**src/rtl/mem_access_unit_pkg.sv**
```systemverilog
// Shared pipeline definitions for the memory-access stage: result-select
// encodings, funct3 access size/sign codes, LSU FSM state encoding and a
// helper that decodes the access size from funct3.
package mem_access_unit_pkg;

    // ResultSrc encodings carried through EX/MEM and MEM/WB
    localparam logic [1:0] RES_ALU = 2'b00;
    localparam logic [1:0] RES_MEM = 2'b01;
    localparam logic [1:0] RES_PC4 = 2'b10;

    // funct3 load/store size and sign codes
    localparam logic [2:0] F3_B  = 3'b000;
    localparam logic [2:0] F3_H  = 3'b001;
    localparam logic [2:0] F3_W  = 3'b010;
    localparam logic [2:0] F3_BU = 3'b100;
    localparam logic [2:0] F3_HU = 3'b101;

    typedef enum logic [0:0] {
        StIdle = 1'b0,
        StBusy = 1'b1
    } lsu_state_e;

    typedef enum logic [1:0] {
        SzByte = 2'b00,
        SzHalf = 2'b01,
        SzWord = 2'b10
    } access_size_e;

    // funct3[2] only selects zero-extension; the low bits carry the size.
    function automatic access_size_e accessSize(input logic [2:0] funct3);
        access_size_e size;
        case (funct3[1:0])
            2'b00:   size = SzByte;
            2'b01:   size = SzHalf;
            default: size = SzWord;
        endcase
        return size;
    endfunction

endpackage

```
**src/rtl/mem_access_unit_lsu_lane_align.sv**
```systemverilog
// Byte-lane alignment for the memory-access stage: store strobes, store data
// replication and load data selection with sign/zero extension. Purely
// combinational.
module lsu_lane_align
    import mem_access_unit_pkg::*;
(
    input  logic [2:0]  funct3,
    input  logic [1:0]  byteOff,
    input  logic        isStore,
    input  logic [31:0] storeData,
    input  logic [31:0] readWord,
    output logic [3:0]  wstrb,
    output logic [31:0] wdata,
    output logic [31:0] loadData
);

    access_size_e size;
    logic [7:0]   loadByte;
    logic [15:0]  loadHalf;
    logic         zeroExt;

    assign size    = accessSize(funct3);
    assign zeroExt = funct3[2];

    // Store side: replicate data across lanes so the strobe alone picks the target bytes.
    always_comb begin
        wstrb = 4'b0000;
        wdata = storeData;
        case (size)
            SzByte: begin
                wstrb = 4'b0001 << byteOff;
                wdata = {4{storeData[7:0]}};
            end
            SzHalf: begin
                wstrb = byteOff[1] ? 4'b1100 : 4'b0011;
                wdata = {2{storeData[15:0]}};
            end
            default: begin
                wstrb = 4'b1111;
                wdata = storeData;
            end
        endcase
        if (!isStore) begin
            wstrb = 4'b0000;
        end
    end

    // Load side: pick the addressed lane and extend to the full register width.
    always_comb begin
        loadByte = readWord[8*byteOff +: 8];
        loadHalf = byteOff[1] ? readWord[31:16] : readWord[15:0];
        case (size)
            SzByte:  loadData = zeroExt ? {24'h000000, loadByte}
                                        : {{24{loadByte[7]}}, loadByte};
            SzHalf:  loadData = zeroExt ? {16'h0000, loadHalf}
                                        : {{16{loadHalf[15]}}, loadHalf};
            default: loadData = readWord;
        endcase
    end

endmodule

```
**src/rtl/mem_access_unit.sv**
```systemverilog
// Memory-access stage controller: drives a valid/ready data-memory port from
// EX/MEM load/store intent, stalls the upstream pipeline while the memory is
// busy and feeds MEM/WB, inserting bubbles during stalls.
// Optional feature: define MEM_TIMEOUT_EN to abort a BUSY transaction after
// TIMEOUT_CYCLES waiting cycles with a one-cycle BusErrM pulse.
module mem_access_unit
    import mem_access_unit_pkg::*;
#(
    parameter int unsigned XLEN           = 32,
    parameter int unsigned TIMEOUT_CYCLES = 255
) (
    input  logic            clk,
    input  logic            reset,
    input  logic            RegWriteM,
    input  logic [1:0]      ResultSrcM,
    input  logic            MemWriteM,
    input  logic [2:0]      funct3M,
    input  logic [XLEN-1:0] ALUResultM,
    input  logic [XLEN-1:0] WriteDataM,
    output logic            mem_req,
    output logic            mem_we,
    output logic [XLEN-1:0] mem_addr,
    output logic [XLEN-1:0] mem_wdata,
    output logic [3:0]      mem_wstrb,
    input  logic            mem_ready,
    input  logic [XLEN-1:0] mem_rdata,
    output logic            StallM,
    output logic            RegWriteOutM,
    output logic [1:0]      ResultSrcOutM,
    output logic [XLEN-1:0] ReadDataM,
    output logic            MisalignM,
    output logic            BusErrM
);

    lsu_state_e   stateQ, stateD;
    access_size_e size;
    logic         memop;
    logic         isLoad;
    logic         misaligned;
    logic         memReq;
    logic         timeoutHit;
    logic [3:0]   laneStrb;
    logic [31:0]  laneWdata;
    logic [31:0]  laneLoad;

    assign memop  = MemWriteM | (ResultSrcM == RES_MEM);
    assign isLoad = (ResultSrcM == RES_MEM) & ~MemWriteM;
    assign size   = accessSize(funct3M);

    // Alignment fault test on the effective address for the decoded size.
    always_comb begin
        case (size)
            SzByte:  misaligned = 1'b0;
            SzHalf:  misaligned = ALUResultM[0];
            default: misaligned = |ALUResultM[1:0];
        endcase
    end

`ifdef MEM_TIMEOUT_EN
    localparam logic [7:0] TimeoutLimit = 8'(TIMEOUT_CYCLES);

    logic [7:0] waitCntQ;

    assign timeoutHit = (stateQ == StBusy) && (waitCntQ == TimeoutLimit);

    // Wait counter: counts unanswered BUSY cycles, cleared whenever IDLE is next.
    always_ff @(posedge clk) begin
        if (reset) begin
            waitCntQ <= 8'd0;
        end else if (stateD == StIdle) begin
            waitCntQ <= 8'd0;
        end else if ((stateQ == StBusy) && !mem_ready) begin
            waitCntQ <= waitCntQ + 8'd1;
        end
    end
`else
    logic unusedTimeout;

    assign timeoutHit    = 1'b0;
    assign unusedTimeout = ^TIMEOUT_CYCLES;
`endif

    // FSM state register.
    always_ff @(posedge clk) begin
        if (reset) begin
            stateQ <= StIdle;
        end else begin
            stateQ <= stateD;
        end
    end

    // FSM next state and request generation.
    always_comb begin
        stateD = stateQ;
        memReq = 1'b0;
        case (stateQ)
            StIdle: begin
                if (memop && !misaligned) begin
                    memReq = 1'b1;
                    if (!mem_ready) begin
                        stateD = StBusy;
                    end
                end
            end
            StBusy: begin
                if (timeoutHit) begin
                    stateD = StIdle;
                end else begin
                    memReq = 1'b1;
                    if (mem_ready) begin
                        stateD = StIdle;
                    end
                end
            end
            default: stateD = StIdle;
        endcase
    end

    lsu_lane_align u_lane_align (
        .funct3    (funct3M),
        .byteOff   (ALUResultM[1:0]),
        .isStore   (MemWriteM),
        .storeData (WriteDataM),
        .readWord  (mem_rdata),
        .wstrb     (laneStrb),
        .wdata     (laneWdata),
        .loadData  (laneLoad)
    );

    // Memory port and MEM/WB hand-off; a stall or fault turns the write-back into a bubble.
    always_comb begin
        mem_req       = memReq;
        mem_we        = memReq & MemWriteM;
        mem_addr      = {ALUResultM[XLEN-1:2], 2'b00};
        mem_wdata     = laneWdata;
        mem_wstrb     = memReq ? laneStrb : 4'b0000;
        StallM        = memReq & ~mem_ready;
        MisalignM     = (stateQ == StIdle) & memop & misaligned;
        BusErrM       = timeoutHit;
        RegWriteOutM  = RegWriteM & ~StallM & ~MisalignM & ~BusErrM;
        ResultSrcOutM = ResultSrcM;
        ReadDataM     = (isLoad && !MisalignM) ? laneLoad : '0;
    end

endmodule
```
**config.mk**
```make
export PLATFORM = sky130hd
export DESIGN_NAME = mem_access_unit
export DESIGN_NICKNAME = d
export VERILOG_FILES = /design/src/rtl/mem_access_unit_pkg.sv /design/src/rtl/mem_access_unit_lsu_lane_align.sv /design/src/rtl/mem_access_unit.sv
export SDC_FILE = /design/constraint.sdc
export NUM_CORES = 1
export LEC_CHECK = 0
export CORE_MARGIN = 1
export CORE_UTILIZATION = 23
export DETAILED_ROUTE_END_ITERATION = 8
export MAX_ROUTING_LAYER = met4
export PLACE_DENSITY = 0.76
export RECOVER_POWER = 25
export SYNTH_ARGS = -nofsm -noshare
export SYNTH_HDL_FRONTEND = slang
export SYNTH_SLANG_ARGS = --single-unit
```
**constraint.sdc**
```tcl
create_clock -name clk -period 1.5 [get_ports clk]
set_input_delay 0.3 -clock clk [delete_from_list [all_inputs] [get_ports clk]]
set_output_delay 0.3 -clock clk [all_outputs]
set_load 0.005 [all_outputs]
```
Word level (Yosys, flattened, before mapping)

Cells that the tools add are included.
W data, S select, Z words.

Register bits: 1
Bits of input ports: 106
Output and inout bits: 108
Word-level logic and storage cells: 43

Equality and inequality tests: 3
Shift-type cells: 2
Mux-type cells: 17
Bitwise gates (word level): 13
Reductions and logical operators: 7

Operators with widths:

| operator              | count |
|---|---|
| $pmux W32 S2          | 2 |
| $mux W32              | 3 |
| $shiftx A32 B6 Y8     | 1 |
| $mux W16              | 1 |
| $mux W4               | 3 |
| $pmux W4 S2           | 1 |
| $and A1 B1 Y1         | 7 |
| $eq A2 B1 Y1 const B  | 3 |
| $pmux W1 S2           | 3 |
| $not A1 Y1            | 5 |
| $logic_not A2 Y1      | 2 |
| $pmux W2 S2           | 1 |
| $shl A1 B2 Y4 const A | 1 |
| $mux W1               | 3 |
| $logic_and A1 B1 Y1   | 2 |
| $logic_not A1 Y1      | 2 |
| $reduce_or A2 Y1      | 1 |
| $or A1 B1 Y1          | 1 |

Longest topological paths before layout

Gate-level depths: netlist (run 1).

Depth in word-level cells: 12
Gate-level depth with buffers: 6
Gate-level depth less buffers: 4

Modules after synthesis

From an unflattened synthesis (run 1), not the netlist that was laid out.

Cell total of the unflattened synthesis: 279
Area, all modules: 2222.1 um^2

Modules (own cells, without submodules):

| module          | times used | cells an instance | area each (um^2) | sequential area each (um^2) |
|---|---|---|---|---|
| lsu_lane_align  | 1          | 181               | 1204.9           | 0.0 |
| mem_access_unit | 1          | 98                | 1017.2           | 20.0 |

Worst setup path after synthesis (run 1)

Ideal clock, no wire load.

Path kind: input to output
Start point: input port ALUResultM[1]
End point: output port ReadDataM[21]
Arrival: 1.322 ns
Data required time: 1.200 ns
Setup slack: -0.122 ns
Stages: 6
Buffers on the path: 2
Cell sequence: buf_6 mux4_2 nand2b_1 a21o_4 buf_6 nor2_1

Cells in the longest elaborated chain, start to end: 6
Elaborated cells on any way between the ends: 11
Classes of those cells: 1 x shift; 6 x mux; 1 x bitwise; 3 x reduce/logical

RTL lines:

| element                                                                   | RTL line               | source |
|---|---|---|
| start, declared                                                           | mem_access_unit.sv:18  | `input logic [XLEN-1:0] ALUResultM,` |
| parallel branches: the longest is 5 deep, another holds $shiftx A32 B6 Y8 | -                      |  |
| $mux W32 *                                                                | mem_access_unit.sv:142 | `ReadDataM = (isLoad && !MisalignM) ? laneLoad : '0;` |
| end, declared                                                             | mem_access_unit.sv:30  | `output logic [XLEN-1:0] ReadDataM,` |

Mark *: on every way between the ends.

Worst setup path in the final report (run 1)

Start point: input port ALUResultM[1]
End point: output port ReadDataM[29]

Same word-level chain as after synthesis.

==> summary.txt, run 1 <==
outcome -> finished, violations left
failing checks -> negative setup slack
Inst Count DP -> 469
Cells after Synth -> 237
Power, Total -> 0.00112 W
power share of the clock group -> 0
count leader, synth -> buf_4
n_diodes -> 0
Cell Area, Placed -> 0.00318 mm^2
Critical Path Sink Type -> output port
combinational share of power -> 0.971
fin cells -> 518
synth-to-layout area growth -> 138%
switching pwr -> 0.000428 W
post-route cell area -> 0.00386 mm^2
Placeable Area -> 0.00679 mm^2
nets -> 530
initial drt markers -> 108
Post-synth EDFFs -> 0
maximum number of pins on one net before global-route repair -> 16
Hold WS -> 0.600 ns
Post-synth ARST share -> 0
vias in the first global route -> 2,524
slowest CP cell -> mux4_2
Worst Path Arrival -> 1.55 ns
Peak Freq -> 0.542 GHz
vias per cell -> 4.71
RSZ-0062 raised after global routing -> yes
overall routing resource usage -> 0.215
crit start category -> primary input
count of cell types in the netlist -> 35
Peak VDD IR -> 122 uV
WS Path Type -> primary input to output port
clk_lat worst skew -> 0 ns
Max-Cap Viols -> 0
Synth area leaders -> buf_4, mux2_2, a21oi_1
Max Transition Viols Final -> 0
initial core utilization -> 0.238
number of routed nets with antenna violations -> 0
sequential share of the synthesized area -> 0.0124
share of the synthesized area in the top cell type -> 0.204
Remaining Overflow, GRT -> 0
detailed-router iteration count before antenna repair -> 4
Die ar. -> 0.00738 mm^2
flops & latches, synth -> 1
Largest regs -> stateQ x1
Final Skew -> 0 ns
Synth Cell Area -> 0.00162 mm^2
sequential group share of total power -> 0.029
setup slack after layout -> -0.345 ns
leading area contributor after synthesis -> buf_4
Lkg Pwr -> 1.84 nW
IO Count -> 214
max FFs per register -> 1
Die W -> 85.9 um
# DRC -> 0
setup violators final -> 48
power density cells -> 290 mW/mm^2
Switching Share -> 0.382
final wirelength -> 8.18 mm
CP peak stage delay -> 0.55 ns
first-pass GRT wire length -> 12.5 mm
via count -> 2,442
Chip Height -> 85.9 um
Syn Area/Cell -> 6.84 um^2
synthesis warning total -> 0
final-report hold violation count -> 0
crit path cell chain -> buf_12 -> mux4_2 -> nand2b_4 -> a21o_4 -> buf_6 -> nor2_4 -> buf_2
maximum net fanout on the critical path -> 7
dpl hpwl -> 5.75 mm
Synth top cells by count -> buf_4, nor2_1, a21oi_1, mux2_2
period utilisation layout -> 1.23
Final Wtd Congestion -> 0.798
Synth Flop Type -> dfxtp_1
Top reg by flops -> stateQ
worst endpoint required time -> 1.20 ns
post-layout min period -> 1.85 ns
Pint -> 0.000692 W
Row Count -> 30
Buffers on Ports -> 150
initial antenna violation count -> 0
routed len/inst -> 15.8 um
share of layout cells above drive strength 1 -> 0.566
fin util -> 0.568
Worst Hold Class -> primary input to output port
==> routing by layer <==
layer	share of wire	GRT usage
met1	0.38	0.241
met2	0.54	0.413
met3	0.051	0.0125
met4	0.025	0.0515
met5	0	-
==> path summary, 6_finish.rpt <==
kind                        from            end  slack, ns  cells past startpoint
setup / recovery   ALUResultM[1]  ReadDataM[29]      -0.35                      7
hold / removal    ALUResultM[11]   mem_addr[11]       0.60                      0
setup reg to reg          stateQ         stateQ       0.55                      3
hold reg to reg           stateQ         stateQ       0.79                      3
==> power by group through the flow <==
| stage | Combinational (W) | Sequential (W) | Clock [W] |
|---|---|---|---|
| floorplan | 0.000405 | 0.0000286 | 0 |
| global placement | 0.000857 | 0.0000309 | 0 |
| detailed placement | 0.000873 | 0.0000308 | 0 |
| CTS | 0.00101 | 0.0000318 | 0 |
| global route | 0.00116 | 0.0000327 | 0 |
| finish | 0.00109 | 0.0000323 | 0 |
==> what timing repair did <==
item | 4_1_cts | 5_1_grt
hold buffers | 0 | 0
setup buffers | 42 | 11
gates resized for setup | 411 | 65
endpoints found under the setup margin | 76 | 59
endpoints found under the hold margin | 0 | 0
gates cloned | 3 | 1
pin swaps | 43 | 24
==> layout by cell type (no fill, tap or decap), types with 3 or more instances in the layout <==
cell type        Yosys  final
nor2_2               1      3
buf_4               44     43
a21oi_4              0      4
buf_6                3     50
a21oi_2              1      9
a222oi_1             7      7
a22oi_1              7      5
nand2_1              9      9
buf_2                6     52
buf_8                0      6
buf_12               0      8
mux2i_1             11     11
clkbuf_2             0      6
inv_2                0      3
mux2_4               0     11
nor2_1              38     29
dlygate4sd2_1        0     23
mux2_2              24     13
a22o_1               7      7
a21oi_1             29     17
conb_1               1      3
nor2b_4              0      3
nor2_4               0      7
clkdlybuf4s50_1      0     50
clkdlybuf4s15_1      0      5
o21ai_1              0      9
==> cells by family (layout without fill, tap and decap cells) <==
| logic type | Yosys count | in the layout | share of synthesized area |
|---|---|---|---|
| other | 1 | 3 | 0.00231 |
| buffers and inverters | 67 | 249 | 0.276 |
| and+or+nand+nor | 62 | 62 | 0.166 |
| AOI/OAI and AO/OA | 70 | 71 | 0.295 |
| muxes | 36 | 36 | 0.249 |
| DFF | 1 | 1 | 0.0124 |
==> worst max-delay path: cells and delay by family <==
kind	cells	cell delay, ns
multiplexers	1	0.55
buffers and inverters	3	0.34
AO/OA/AOI/OAI	1	0.19
AND/OR/NAND/NOR	2	0.15
==> area by class of cell <==
| type | count | area (um^2) |
|---|---|---|
| inverters | 4 | 15.0 |
| multi-input cells | 172 | 1470 |
| flip-flops and latches | 1 | 21.3 |
| well taps | 96 | 120 |
| fillers | 648 | 2930 |
| repair buffers | 245 | 2240 |
==> through the flow <==
step	setup slack (ns)	TNS [ns]
after floorplan	-0.104	-1.72
after global routing	-0.376	-12.60
after CTS	-0.337	-10.49
after detailed placement	-1.23	-64.53
after global placement	-1.17	-63.24
final	-0.345	-10.51
Note: power is estimated with default switching activity, not from simulation.
==> run 2: changes to the inputs <==
--- a/config.mk
+++ b/config.mk
@@ -5,6 +5,7 @@
 export SDC_FILE = /design/constraint.sdc
 export NUM_CORES = 1
 export LEC_CHECK = 0
+export CAP_MARGIN = 20
 export CORE_MARGIN = 1
 export CORE_UTILIZATION = 23
 export DETAILED_ROUTE_END_ITERATION = 8
@@ -14,3 +15,4 @@
 export SYNTH_ARGS = -nofsm -noshare
 export SYNTH_HDL_FRONTEND = slang
 export SYNTH_SLANG_ARGS = --single-unit
+export TNS_END_PERCENT = 5
==> run 2 against run 1 <==
  * The flow still finishes with violations (negative setup slack)
  * Core utilization fell by 5.7 points
  * Clock skew did not move
  * Cell area fell by 10%
  * Critical path depth rose by 1
  * Via count fell by 2.5%
  * Hold slack did not move
  * Routed wire length fell by 7.1%
  * Sequential power barely moved
  * Fmax fell by 1.9%
  * Combinational power fell by 13%
  * Sequential share of layout area rose by 0.062 points
  * First-iteration DRC count did not move
  * Critical endpoint is now ReadDataM[22]
  * Largest power group unchanged
==> summary.txt, run 2 (same netlist as run 1, synthesis figures left out) <==
reg-to-reg slack, setup -> 0.66 ns (+0.11 ns)
CP Launch Point -> ALUResultM[0]
IO Count -> 214 (unchanged)
Inst Count DP -> 467 (-0.43%)
most frequent cells in the layout -> clkdlybuf4s50_1, buf_2, buf_4
pre-CTS setup slack -> -1.16 ns (+0.0755 ns)
# DRC -> 0 (unchanged)
Placeable Area -> 0.00679 mm^2 (unchanged)
Top reg by flops -> stateQ
setup violators final -> 41 (-15%)
Largest regs -> stateQ x1
Chip Height -> 85.9 um (unchanged)
max FFs per register -> 1 (unchanged)
Worst Path Arrival -> 1.58 ns (+0.03 ns)
vias per cell -> 4.81 (+2.1%)
Peak Freq -> 0.532 GHz (-1.9%)
detailed-router iteration count before antenna repair -> 6 (+2)
initial antenna violation count -> 0 (unchanged)
n_diodes -> 0 (unchanged)
via count -> 2,382 (-2.5%)
Multi-input gate area -> 0.00138 mm^2 (-6.1%)
Critical Path Sink Type -> output port
commonest non-fill, non-tap cell in the layout -> clkdlybuf4s50_1
initial drt markers -> 108 (unchanged)
RSZ-0062 raised after global routing -> yes
Buffers on Ports -> 150 (unchanged)
Remaining Overflow, GRT -> 0 (unchanged)
final-report hold violation count -> 0 (unchanged)
maximum number of pins on one net before global-route repair -> 29 (+13)
synth-to-layout area growth -> 114%
power density cells -> 283 mW/mm^2 (-2.6%)
Max Transition Viols Final -> 0 (unchanged)
Peak VDD IR -> 103 uV (-16%)
post-layout min period -> 1.88 ns (+0.0356 ns)
Worst Hold Class -> primary input to output port
overall routing resource usage -> 0.198 (-0.0177)
number of routed nets with antenna violations -> 0 (unchanged)
Final Wtd Congestion -> 0.792 (-0.71%)
initial core utilization -> 0.238 (unchanged)
final wirelength -> 7.60 mm (-7.1%)
first-pass GRT wire length -> 11.6 mm (-7.2%)
vias in the first global route -> 2,372 (-6.0%)
Lkg Pwr -> 1.60 nW (-13%)
routed len/inst -> 15.3 um (-2.8%)
period utilisation layout -> 1.25 (+0.0237)
share of layout cells above drive strength 1 -> 0.499 (-0.0676)
worst r2r src -> stateQ
setup slack after layout -> -0.381 ns (-0.0356 ns)
dpl hpwl -> 5.47 mm (-4.8%)
failing checks -> negative setup slack
Die ar. -> 0.00738 mm^2 (unchanged)
fin cells -> 495 (-4.4%)
cts hold-fix bufs -> 0 (unchanged)
Hold Startpoint -> ALUResultM[16]
FILL cells -> 692 (+6.8%)
Final Skew -> 0 ns (unchanged)
Die W -> 85.9 um (unchanged)
worst endpoint required time -> 1.20 ns (about the same)
clk_lat worst skew -> 0 ns (unchanged)
outcome -> finished, violations left
WS Path Type -> primary input to output port
crit start category -> primary input
nets -> 507 (-4.3%)
Row Count -> 30 (unchanged)
Max-Cap Viols -> 0 (unchanged)
maximum net fanout on the critical path -> 6 (-1)
Sequential Area -> 21.3 um^2 (unchanged)
-- run 2: repair_timing --
item	CTS	global route
pin swaps	36	9
gates resized for setup	328	39
cloned	3	0
setup buffers	24	2
setup endpoints to repair	76	50
-- run 2: where the power goes --
part           total [W]  leakage, nW  internal (W)  switching, W
clock                  0            0             0             0
sequential     0.0000326      0.00860     0.0000288    0.00000381
combinational   0.000949         1.60      0.000566      0.000383
-- run 2: per-stage QoR --
stage / area (um^2) / TNS, ns / power, W / hold WS, ns / util
5_1_grt: 3470 / -12.95 / 0.00105 / 0.600 / 0.511
6_report: 3470 / -11.07 / 0.000982 / 0.600 / 0.511
2_1_floorplan: 1640 / -1.75 / 0.000433 / 0.378 / -
3_5_place_dp: 3170 / -62.73 / 0.000896 / 0.600 / 0.467
4_1_cts: 3420 / -10.84 / 0.000949 / 0.600 / 0.504
3_3_place_gp: 3170 / -61.53 / 0.000884 / 0.600 / 0.467
-- run 2: final cells by class --
cell class	count	area share
flip-flops and latches	1	0.00612
multi-input cells	172	0.397
inverters	4	0.00432
well taps	96	0.0346
repair buffers	222	0.558
-- run 2: worst paths after layout --
| check | end | cells after the start |
|---|---|---|
| hold / removal | mem_addr[16] | 0 |
| setup / recovery | ReadDataM[22] | 8 |
| setup reg to reg | stateQ | 2 |
| hold reg to reg | stateQ | 2 |
-- run 2: routing by layer --
| metal | track usage | vias to the layer above | wire, um |
|---|---|---|---|
| li1 | - | 1133 | - |
| met2 | 0.372 | 106 | 3990 |
| met5 | - | - | 0 |
| met3 | 0.0202 | 22 | 456 |
| met1 | 0.230 | 1121 | 3010 |
| met4 | 0.0273 | 0 | 145 |
-- run 2: critical path: stages --
cell and delay [ns]:
buf_8 0.11, buf_6 0.11, a21oi_4 0.18, o311ai_4 0.15, buf_4 0.18, a21o_4 0.22, nor2_2 0.11, clkdlybuf4s15_2 0.20
==> run 3: changes to the inputs <==
--- a/config.mk
+++ b/config.mk
@@ -10,7 +10,7 @@
 export CORE_UTILIZATION = 23
 export DETAILED_ROUTE_END_ITERATION = 8
 export MAX_ROUTING_LAYER = met4
-export PLACE_DENSITY = 0.76
+export PLACE_DENSITY = 0.78
 export RECOVER_POWER = 25
 export SYNTH_ARGS = -nofsm -noshare
 export SYNTH_HDL_FRONTEND = slang
==> run 3 against run 2 <==
  * The run still ends with negative setup slack left
  * Worst setup slack got worse by 0.070 ns
  * Final cell count decreased by 2.6%
  * Sequential power decreased by 3%
  * Via count decreased by 4.0%
  * First-iteration DRC count decreased by 9.3%
  * Register-to-register slack got worse by 0.08 ns
==> summary.txt, run 3 (same netlist as run 1, synthesis figures left out) <==
outcome -> finished, violations left
failing checks -> negative setup slack
Peak Freq -> 0.513 GHz (-3.6%)
maximum number of pins on one net before global-route repair -> 31 (+6.9%)
Largest regs -> stateQ x1
Hold Startpoint -> ALUResultM[20]
metal2 WL -> 3.82 mm (-4.3%)
WS Path Type -> primary input to output port
Max-Cap Viols -> 0 (unchanged)
final-report hold violation count -> 0 (unchanged)
crit start category -> primary input
worst endpoint required time -> 1.20 ns (about the same)
Sequential Area -> 21.3 um^2 (unchanged)
vias per cell -> 4.74 (-1.4%)
initial core utilization -> 0.238 (unchanged)
Pint -> 0.000582 W (-2.2%)
Top reg by flops -> stateQ
Max Transition Viols Final -> 0 (unchanged)
nets -> 494 (-2.6%)
Die W -> 85.9 um (unchanged)
Die ar. -> 0.00738 mm^2 (unchanged)
Lkg Pwr -> 1.66 nW (+3.1%)
Placeable Area -> 0.00679 mm^2 (unchanged)
dpl hpwl -> 5.53 mm (+1.1%)
Worst Path Arrival -> 1.65 ns (+0.07 ns)
first-pass GRT wire length -> 10.9 mm (-6.5%)
number of routed nets with antenna violations -> 0 (unchanged)
commonest non-fill, non-tap cell in the layout -> clkdlybuf4s50_1
Hold Crit Endpoint -> mem_addr[20]
routed len/inst -> 15.0 um (-2.4%)
RSZ-0062 raised after global routing -> yes
final wirelength -> 7.22 mm (-5.0%)
power share of the clock group -> 0 (unchanged)
combinational share of power -> 0.967 (about the same)
WL met1 -> 2.89 mm (-4.2%)
via count -> 2,287 (-4.0%)
cts hold-fix bufs -> 0 (unchanged)
vias in the first global route -> 2,242 (-5.5%)
Remaining Overflow, GRT -> 0 (unchanged)
FILL cells -> 667 (-3.6%)
final setup TNS -> -12.24 ns (-1.17 ns)
setup slack after layout -> -0.451 ns (-0.0701 ns)
Buffers on Ports -> 150 (unchanged)
synth-to-layout area growth -> 109%
initial drt markers -> 98 (-9.3%)
met3 wire len -> 370 um (-19%)
most frequent cells in the layout -> clkdlybuf4s50_1, buf_4, nor2_1
setup violators final -> 41 (unchanged)
Chip Height -> 85.9 um (unchanged)
period utilisation layout -> 1.30 (+0.0468)
max FFs per register -> 1 (unchanged)
initial antenna violation count -> 0 (unchanged)
Multi-input gate area -> 0.00133 mm^2 (-3.6%)
power density cells -> 279 mW/mm^2 (-1.3%)
Final Wtd Congestion -> 0.779 (-1.6%)
Top Layer Used -> met4
IO Count -> 214 (unchanged)
reg-to-reg slack, setup -> 0.58 ns (-0.08 ns)
Critical Path Sink Type -> output port
maximum net fanout on the critical path -> 7 (+1)
Worst Hold Class -> primary input to output port
switching pwr -> 0.000363 W (-6.3%)
post-layout min period -> 1.95 ns (+0.0701 ns)
Final Skew -> 0 ns (unchanged)
# DRC -> 0 (unchanged)
clk_lat worst skew -> 0 ns (unchanged)
Switching Share -> 0.384 (-0.0102)
FF-to-FF path depth -> 3 (+1)
Peak VDD IR -> 107 uV (+4.0%)
detailed-router iteration count before antenna repair -> 5 (-1)
share of layout cells above drive strength 1 -> 0.409 (-0.0894)
overall routing resource usage -> 0.184 (-0.0140)
sequential group share of total power -> 0.033 (about the same)
RR Endpoint -> stateQ
fin util -> 0.499 (-0.0127)
n_diodes -> 0 (unchanged)
hold depth -> 0 (unchanged)
worst r2r src -> stateQ
Row Count -> 30 (unchanged)
## run 3: cell count changes in the layout (fill, tap and decap cells not counted), sizes merged
cell	previous run	this run
dlygate4sd2	22	19
clkbuf	7	23
dlymetal6s2s	1	14
bufbuf	1	0
clkdlybuf4s50	54	59
clkdlybuf4s15	17	15
buf	120	79
## run 3: cell type report
cell class,count,share of cell area
inverters,4,0.00443
multi-input cells,172,0.392
repair buffers,209,0.562
flip-flops and latches,1,0.00628
well taps,96,0.0355
## run 3: worst max-delay path by stage
stage / from / cells past startpoint / to / slack [ns]
2_1_floorplan: ALUResultM[1] / 6 / ReadDataM[21] / -0.10
3_3_place_gp: ALUResultM[1] / 7 / ReadDataM[24] / -1.13
3_5_place_dp: ALUResultM[1] / 7 / ReadDataM[24] / -1.11
4_1_cts: ResultSrcM[0] / 7 / RegWriteOutM / -0.61
5_1_grt: ALUResultM[1] / 9 / ReadDataM[12] / -0.48
6_report: mem_rdata[15] / 8 / ReadDataM[12] / -0.45
## run 3: routing by layer
metal / GRT usage / vias to the layer above
met5: - / -
met4: 0.0394 / 0
met3: 0.0125 / 14
met2: 0.347 / 108
met1: 0.210 / 1058
li1: - / 1107
## run 3: what timing repair did
item / CTS / global route
endpoints found under the setup margin: 76 / 62
gates resized for setup: 172 / 100
pin swaps: 13 / 16
setup buffers: 6 / 12
gates cloned: 3 / 0
## run 3: through the flow
step | total power (W) | worst slack [ns] | area, um^2 | hold slack (ns) | std cells
after global routing | 0.00101 | -0.480 | 3390 | 0.600 | 482
after CTS | 0.000912 | -0.614 | 3290 | 0.600 | 470
after floorplan | 0.000433 | -0.104 | 1640 | 0.378 | 239
after detailed placement | 0.000887 | -1.11 | 3140 | 0.600 | 462
after global placement | 0.000873 | -1.13 | 3140 | 0.600 | 462
final | 0.000945 | -0.451 | 3390 | 0.600 | 482
## run 3: worst max-delay path, cell delays in order
cell             delay (ns)
clkdlybuf4s15_2        0.21
mux4_2                 0.53
buf_6                  0.15
nand3_4                0.06
buf_6                  0.14
buf_6                  0.10
a21oi_2                0.04
buf_2                  0.12
## run 3: power by group through the flow
stage | registers (W) | logic, W | clock network [W]
6_report | 0.0000316 | 0.000913 | 0
5_1_grt | 0.0000318 | 0.000977 | 0
4_1_cts | 0.0000309 | 0.000881 | 0
3_5_place_dp | 0.0000308 | 0.000856 | 0
3_3_place_gp | 0.0000307 | 0.000843 | 0
2_1_floorplan | 0.0000286 | 0.000405 | 0
